==> src/rtl/dac_controller_pkg.sv <==
// Shared constants, state encoding and frame builder for the DAC8568 serial writer.
package dac_controller_pkg;

    localparam logic [3:0]  CMD_WRITE_UPD = 4'h3;
    localparam logic [31:0] INIT_FRAME    = 32'h0800_0001;

    typedef enum logic [1:0] {
        ST_INIT  = 2'd0,
        ST_IDLE  = 2'd1,
        ST_SHIFT = 2'd2,
        ST_GAP   = 2'd3
    } state_t;

    function automatic logic [31:0] make_frame(input logic [3:0] ch, input logic [15:0] code);
        return {4'h0, CMD_WRITE_UPD, ch, code, 4'h0};
    endfunction

endpackage

==> src/rtl/dac_rr_arbiter.sv <==
// Round-robin pick: first pending channel at or after rr_ptr, wrapping.
module dac_rr_arbiter #(
    parameter int N_CHAN = 8,
    parameter int W_CH   = 3
) (
    input  logic [N_CHAN-1:0] pend,
    input  logic [W_CH-1:0]   rr_ptr,
    output logic [W_CH-1:0]   grant,
    output logic              grant_valid
);

    function automatic logic [W_CH-1:0] wrap_idx(input logic [W_CH-1:0] base, input int off);
        int s;
        s = int'(base) + off;
        if (s >= N_CHAN) s = s - N_CHAN;
        return W_CH'(s);
    endfunction

    // Walk from the farthest offset down so the nearest pending channel wins.
    always_comb begin
        grant       = '0;
        grant_valid = 1'b0;
        for (int i = N_CHAN - 1; i >= 0; i--) begin
            if (pend[wrap_idx(rr_ptr, i)]) begin
                grant       = wrap_idx(rr_ptr, i);
                grant_valid = 1'b1;
            end
        end
    end

endmodule

==> src/rtl/dac_controller.sv <==
// Buffers the newest code per channel and shifts 32-bit write-and-update frames to
// a DAC8568-class DAC; an internal-reference enable frame is sent after every reset.
//
//   state    | meaning
//   ST_INIT  | load the reference-enable frame
//   ST_IDLE  | wait for a pending channel, load its frame
//   ST_SHIFT | n_sync low, one bit per clk_in, MSB first
//   ST_GAP   | n_sync high for SYNC_HIGH cycles; done pulse on the first
module dac_controller
    import dac_controller_pkg::*;
#(
    parameter int W_DATA    = 16,
    parameter int N_CHAN    = 8,
    parameter int W_FRAME   = 32,
    parameter int SYNC_HIGH = 2,
    parameter bit SIGNED_IN = 1'b1,
    localparam int W_CH     = (N_CHAN > 1) ? $clog2(N_CHAN) : 1
) (
    input  logic              clk_in,
    input  logic              reset_in,
    input  logic              valid_in,
    input  logic [W_CH-1:0]   chan_in,
    input  logic [W_DATA-1:0] data_in,
    output logic              sclk_out,
    output logic              n_sync_out,
    output logic              din_out,
    output logic              n_ldac_out,
    output logic              n_clr_out,
    output logic              busy_out,
    output logic [N_CHAN-1:0] write_done_out
);

    localparam int W_GAP = $clog2(SYNC_HIGH + 1);
    localparam logic [W_DATA-1:0] SIGN_BIT = {1'b1, {(W_DATA-1){1'b0}}};

    state_t              state, state_nxt;
    logic [N_CHAN-1:0]   pend, pend_nxt;
    logic [W_DATA-1:0]   code_buf [N_CHAN];
    logic [W_CH-1:0]     rr_ptr, rr_nxt, cur_ch, grant;
    logic                grant_valid, load_ch;
    logic [W_FRAME-1:0]  shreg;
    logic [4:0]          bit_cnt;
    logic [W_GAP-1:0]    gap_cnt;
    logic                init_flag;
    logic                wr_ok;
    logic [W_DATA-1:0]   wr_code;

    assign wr_ok   = valid_in && (int'(chan_in) < N_CHAN);
    assign wr_code = SIGNED_IN ? (data_in ^ SIGN_BIT) : data_in;
    assign rr_nxt  = (int'(grant) == N_CHAN - 1) ? '0 : grant + W_CH'(1);

    dac_rr_arbiter #(
        .N_CHAN (N_CHAN),
        .W_CH   (W_CH)
    ) u_arb (
        .pend        (pend),
        .rr_ptr      (rr_ptr),
        .grant       (grant),
        .grant_valid (grant_valid)
    );

    always_comb begin
        state_nxt = state;
        load_ch   = 1'b0;
        case (state)
            ST_INIT:  state_nxt = ST_SHIFT;
            ST_IDLE: begin
                if (grant_valid) begin
                    state_nxt = ST_SHIFT;
                    load_ch   = 1'b1;
                end
            end
            ST_SHIFT: if (bit_cnt == 5'(W_FRAME - 1)) state_nxt = ST_GAP;
            ST_GAP:   if (gap_cnt == W_GAP'(SYNC_HIGH - 1)) state_nxt = ST_IDLE;
            default:  state_nxt = ST_INIT;
        endcase
    end

    // A new write in the load cycle re-arms the channel: the set is applied last.
    always_comb begin
        pend_nxt = pend;
        if (load_ch) pend_nxt[grant] = 1'b0;
        if (wr_ok)   pend_nxt[chan_in] = 1'b1;
    end

    always_ff @(posedge clk_in) begin
        if (reset_in) begin
            state     <= ST_INIT;
            pend      <= '0;
            for (int i = 0; i < N_CHAN; i++) code_buf[i] <= '0;
            rr_ptr    <= '0;
            cur_ch    <= '0;
            shreg     <= '0;
            bit_cnt   <= '0;
            gap_cnt   <= '0;
            init_flag <= 1'b0;
        end else begin
            state <= state_nxt;
            pend  <= pend_nxt;
            if (wr_ok) code_buf[chan_in] <= wr_code;
            case (state)
                ST_INIT: begin
                    shreg     <= INIT_FRAME;
                    bit_cnt   <= '0;
                    init_flag <= 1'b1;
                end
                ST_IDLE: begin
                    if (load_ch) begin
                        shreg     <= make_frame(4'(grant), code_buf[grant]);
                        cur_ch    <= grant;
                        rr_ptr    <= rr_nxt;
                        bit_cnt   <= '0;
                        init_flag <= 1'b0;
                    end
                end
                ST_SHIFT: begin
                    shreg   <= {shreg[W_FRAME-2:0], 1'b0};
                    bit_cnt <= bit_cnt + 5'd1;
                    gap_cnt <= '0;
                end
                ST_GAP:  gap_cnt <= gap_cnt + W_GAP'(1);
                default: ;
            endcase
        end
    end

    assign n_sync_out = (state != ST_SHIFT);
    assign din_out    = (state == ST_SHIFT) && shreg[W_FRAME-1];
    // Behavioural stand-in for the ODDR2 forwarder (D0=1, D1=0, set while sync high).
    assign sclk_out   = n_sync_out | clk_in;
    assign n_ldac_out = 1'b0;
    assign n_clr_out  = ~reset_in;
    assign busy_out   = (state != ST_IDLE) || (|pend);

    always_comb begin
        write_done_out = '0;
        if (state == ST_GAP && gap_cnt == '0 && !init_flag) write_done_out[cur_ch] = 1'b1;
    end

endmodule

==> config.mk <==
export PLATFORM = sky130hd
export DESIGN_NAME = dac_controller
export DESIGN_NICKNAME = d
export VERILOG_FILES = /design/src/rtl/dac_controller_pkg.sv /design/src/rtl/dac_rr_arbiter.sv /design/src/rtl/dac_controller.sv
export SDC_FILE = /design/constraint.sdc
export NUM_CORES = 1
export LEC_CHECK = 0
export CAP_MARGIN = 20
export CORE_MARGIN = 2
export CORE_UTILIZATION = 60
export DETAILED_ROUTE_END_ITERATION = 8
export HOLD_SLACK_MARGIN = 0.05
export PLACE_DENSITY = 0.82
export SYNTH_ARGS = -nofsm -noshare
export SYNTH_HDL_FRONTEND = slang
export SYNTH_SLANG_ARGS = --single-unit
==> constraint.sdc <==
create_clock -name clk_in -period 5.51 [get_ports clk_in]
set_input_delay 0.8265 -clock clk_in [delete_from_list [all_inputs] [get_ports clk_in]]
set_output_delay 0.8265 -clock clk_in [all_outputs]
set_load 0.05 [all_outputs]
==> results.md <==
- The synthesized design contains 128 enable-type register cells.
- The area of all sequential standard cells is 4960 sq um.
- The synthesized netlist occupies a cell area of around 9000 sq um.
- The number of vias per cell after detailed routing is 6.46.
- In this run the worst path has a maximum fanout of 2.
- The average routed wire per standard cell is between 20 and 25 um.
- The maximum number of pins on one net before global-route repair is 52.
- The final hold violation count came to 0.
- The number of hold-repair buffers added at the cts stage is 0.
- The number of max-slew violations in the final report is 0.
- The die covers between 15000 and 20000 sq um.
- The worst min-delay path startpoint is shreg[22].
- For this design the ratio of total power to cell area is roughly 370 nW/um^2.
- The total iterations of the first detailed-routing run is 8.
- The detailed router used layers up to and including met4.
- The number of antenna-violating nets in the routed design is 0.
- The setup TNS is 0 ns.
- The final core utilization is between 60% and 70%.
- The core region is about 15000 sq um.
- The data arrival time of the worst path is 3.84 ns.
- The async set or reset register ratio after synthesis is 0%.
- The capture endpoint of the worst hold path is shreg[22].
- In the detailed route, the total length drawn on met2 is between 10 and 15 mm.
- In the final layout, the multi-input gates occupy just under 4000 sq um.
- Clock-pin slew was measured on the worst setup and hold paths at 0.07 ns.
- Summing over every cut layer, the via total after detailed routing is about 6600.
- The first global-routing pass estimated roughly 34 mm of wire.
- IR analysis of the VDD net gives a maximum drop of approximately 0.26 mV.
- The count of state elements after synthesis is between 150 and 200.
- The worst setup path is captured at a primary output.
- The filler cell count in the final layout is between 1000 and 1500.
- Setup repair after global routing left no endpoint under its margin.
- The post-cts repair resize count is 0.
- The type of origin of the critical path is a clock port.
- In the final routing, the length of wire on met1 measures around 9 mm.
- The path class of the lowest-slack min-delay path is reg -> reg.
- Counting instances in the post-synthesis netlist gives the leading cell types as and2_1, edfxtp_1, mux2i_1.
- The post-layout total power is between 3 and 4 mW.
- The synthesized netlist devotes approximately 11% of its cell area to compound gates.
- During I/O placement, the number of pins put on the boundary was 36.
- The last weighted congestion value of the routability-driven placer is 0.875.
- Relative to the synthesized area, the layout overhead comes to 13.0%.
- The die extent in x is 128 um.
- The synthesized design spends more area on one cell type than any other, namely edfxtp_1.
- After global routing the overflow that remains totals 0.
- The synthesized netlist devotes around 1.5% of its cell area to adder and majority cells.
- For the worst setup path, the data required time is about 4.7 ns.
- In this run the biggest area consumer among cell types represents approximately two fifths of the synthesized area.
- The floorplan has 45 rows.
- The clock reaches the later pin of the worst-skew pair after 0.55 ns.
- Once routing completed, OpenROAD measured the worst setup slack at roughly 0.84 ns.
- The sequential cell area fraction in the yosys report is between 50 and 60%.
- The via count of the first global-routing pass was between 6000 and 7000.
- The number of antenna diodes in the final layout is 0.
- The half-perimeter wire length after detailed placement is roughly 13 mm.
- The most used flip-flop cell after synthesis is edfxtp_1.
- The worst max-slew margin expressed relative to the limit is 31.4%.
- Of the post-synthesis cell area, the part taken by muxes is between 10 and 15%.
- The initial antenna violation count is 0.
- The setup check on the worst reg-to-reg path leaves a slack of about 1.1 ns.
- Of the total synthesized cell area, the portion taken by XOR and XNOR cells is 0.477%.
- The simple-gate portion of the synthesized area is between 10% and 20%.
- Measured along the y axis, the die boundary spans ~130 um.
- During synthesis, Yosys emitted a total of 0 warnings.
- The number of setup buffers added after CTS is 0.
- The starting utilization of the core area is 60.9%.
- The clock skew after layout is roughly 0.008 ns.
- Synthesis instantiated slightly below 60 different standard cells from the library.
- During placement, the flow inserted port buffers numbering 34.
- Wire segments on met3 add up to about 1.5 mm in the final route.
- The worst register-to-register path ends at shreg[18].
- At the pin with the least slew margin, the transition time is 1.03 ns.
- Summing all placed instances gives a cell area of approximately 9700 sq um.
- The post-synthesis cell count is just under 800.
- TritonCTS built the clock tree.
- The launch point of the worst reg-to-reg path is rr_ptr[0].
- The critical path in this run is classified as clk -> out.
- For this run, the total global-route usage over all layers was measured as between 20% and 30%.
- The main combinational cell family by area after synthesis is simple AND/OR/NAND/NOR gates.
- The violation count after the first detailed-routing iteration is between 500 and 600.
- After detailed routing, the number of remaining DRC violations is 0.
- The flow ran to the end, and the final reports show no timing, DRC or antenna violations.
- With fillers left out, the area of the finished cells amounts to 10400 sq um.
- The worst hold path passes through 2 cells.
- After detailed routing, the total wire length is roughly 22 mm.
- The analysis attributes to cell leakage a power of about 3.9 nW.
- At the placement stage, the worst setup path has a slack of 1.10 ns.
- Setup violations remaining at the end of the flow were counted as 0.
- Across the run, the number of max-cap violations was 0.
- After synthesis, the cell types taking the most area are edfxtp_1, dfxtp_1, and2_1.
- The average footprint of a synthesized cell is 11.6 sq um.
- The post-route netlist has a little over an eighth of its cells at a drive strength greater than 1.
- The post-layout net count is 850.
- The depth of the most critical reg-to-reg path is 10.
- The number of nets handed over by synthesis was around 830.
## state kept, by name, indices dropped and copies added (netlist names)
signal and flops:
code_buf 128, cur_ch 3, state 2, bit_cnt 5, init_flag 1, gap_cnt 2
pend 8, rr_ptr 3, shreg 32
## routing by layer
| metal | vias up | track usage (%) |
|---|---|---|
| li1 | 2999 | - |
| met1 | 3233 | 35.9 |
| met2 | 286 | 47.0 |
| met3 | 47 | 5.76 |
| met4 | 0 | 10.5 |
| met5 | - | 0 |
## report_power, final
group | switching [mW] | total (mW) | internal, mW
Clock | 0.561 | 1.33 | 0.770
Sequential | 0.0486 | 1.62 | 1.57
Combinational | 0.577 | 0.928 | 0.350
## area by class of cell
type                            instances  area share [%]
Clock buffer                           21            4.92
Clock inverter                         14            1.45
Inverter                               14           0.506
Multi-Input combinational cell        541            37.9
Sequential cell                       184            47.8
Tap cell                              188            2.27
Timing Repair Buffer                   55            5.14
## worst max-delay path: stages
cell	delay, ns
clkbuf_16	0.12
clkbuf_16	0.12
nand2b_1	0.12
clkdlybuf4s50_1	0.72
## layout by cell type (no fill, tap or decap), types with 20 or more instances in the layout
cell,Yosys,routed
nor2_1,51,51
clkbuf_16,0,20
dfxtp_1,56,56
o21ai_0,27,21
mux2_2,34,34
clkdlybuf4s50_1,0,33
nand2_1,33,33
edfxtp_1,128,128
and2_1,128,128
mux2i_1,63,63
a22oi_1,25,25
o22ai_1,32,32
## cell families (layout without fill, tap and decap cells)
family / Yosys count / count (layout)
buf+inv: 69 / 104
flops: 184 / 184
compound gates: 148 / 148
xor+xnor: 5 / 5
simple gates: 269 / 269
mux: 107 / 107
fa+ha+maj: 11 / 11
other cells: 1 / 1
## stage by stage
stage,hold slack [ns],cells
CTS,0.465,1012
global route,0.495,1017
floorplan,0.432,794
detailed placement,0.455,978
global placement,0.442,978
finish,0.465,1017
## worst max-delay path by stage
| stage | startpoint | to | slack (ns) | cells after the start |
|---|---|---|---|---|
| global placement | clk_in | sclk_out | 1.10 | 2 |
| finish | clk_in | sclk_out | 0.84 | 4 |
| CTS | clk_in | sclk_out | 0.84 | 4 |
| detailed placement | clk_in | sclk_out | 1.10 | 2 |
| floorplan | clk_in | sclk_out | 1.56 | 1 |
| global route | clk_in | sclk_out | 0.82 | 4 |
Power figures use the tool's default switching activity.
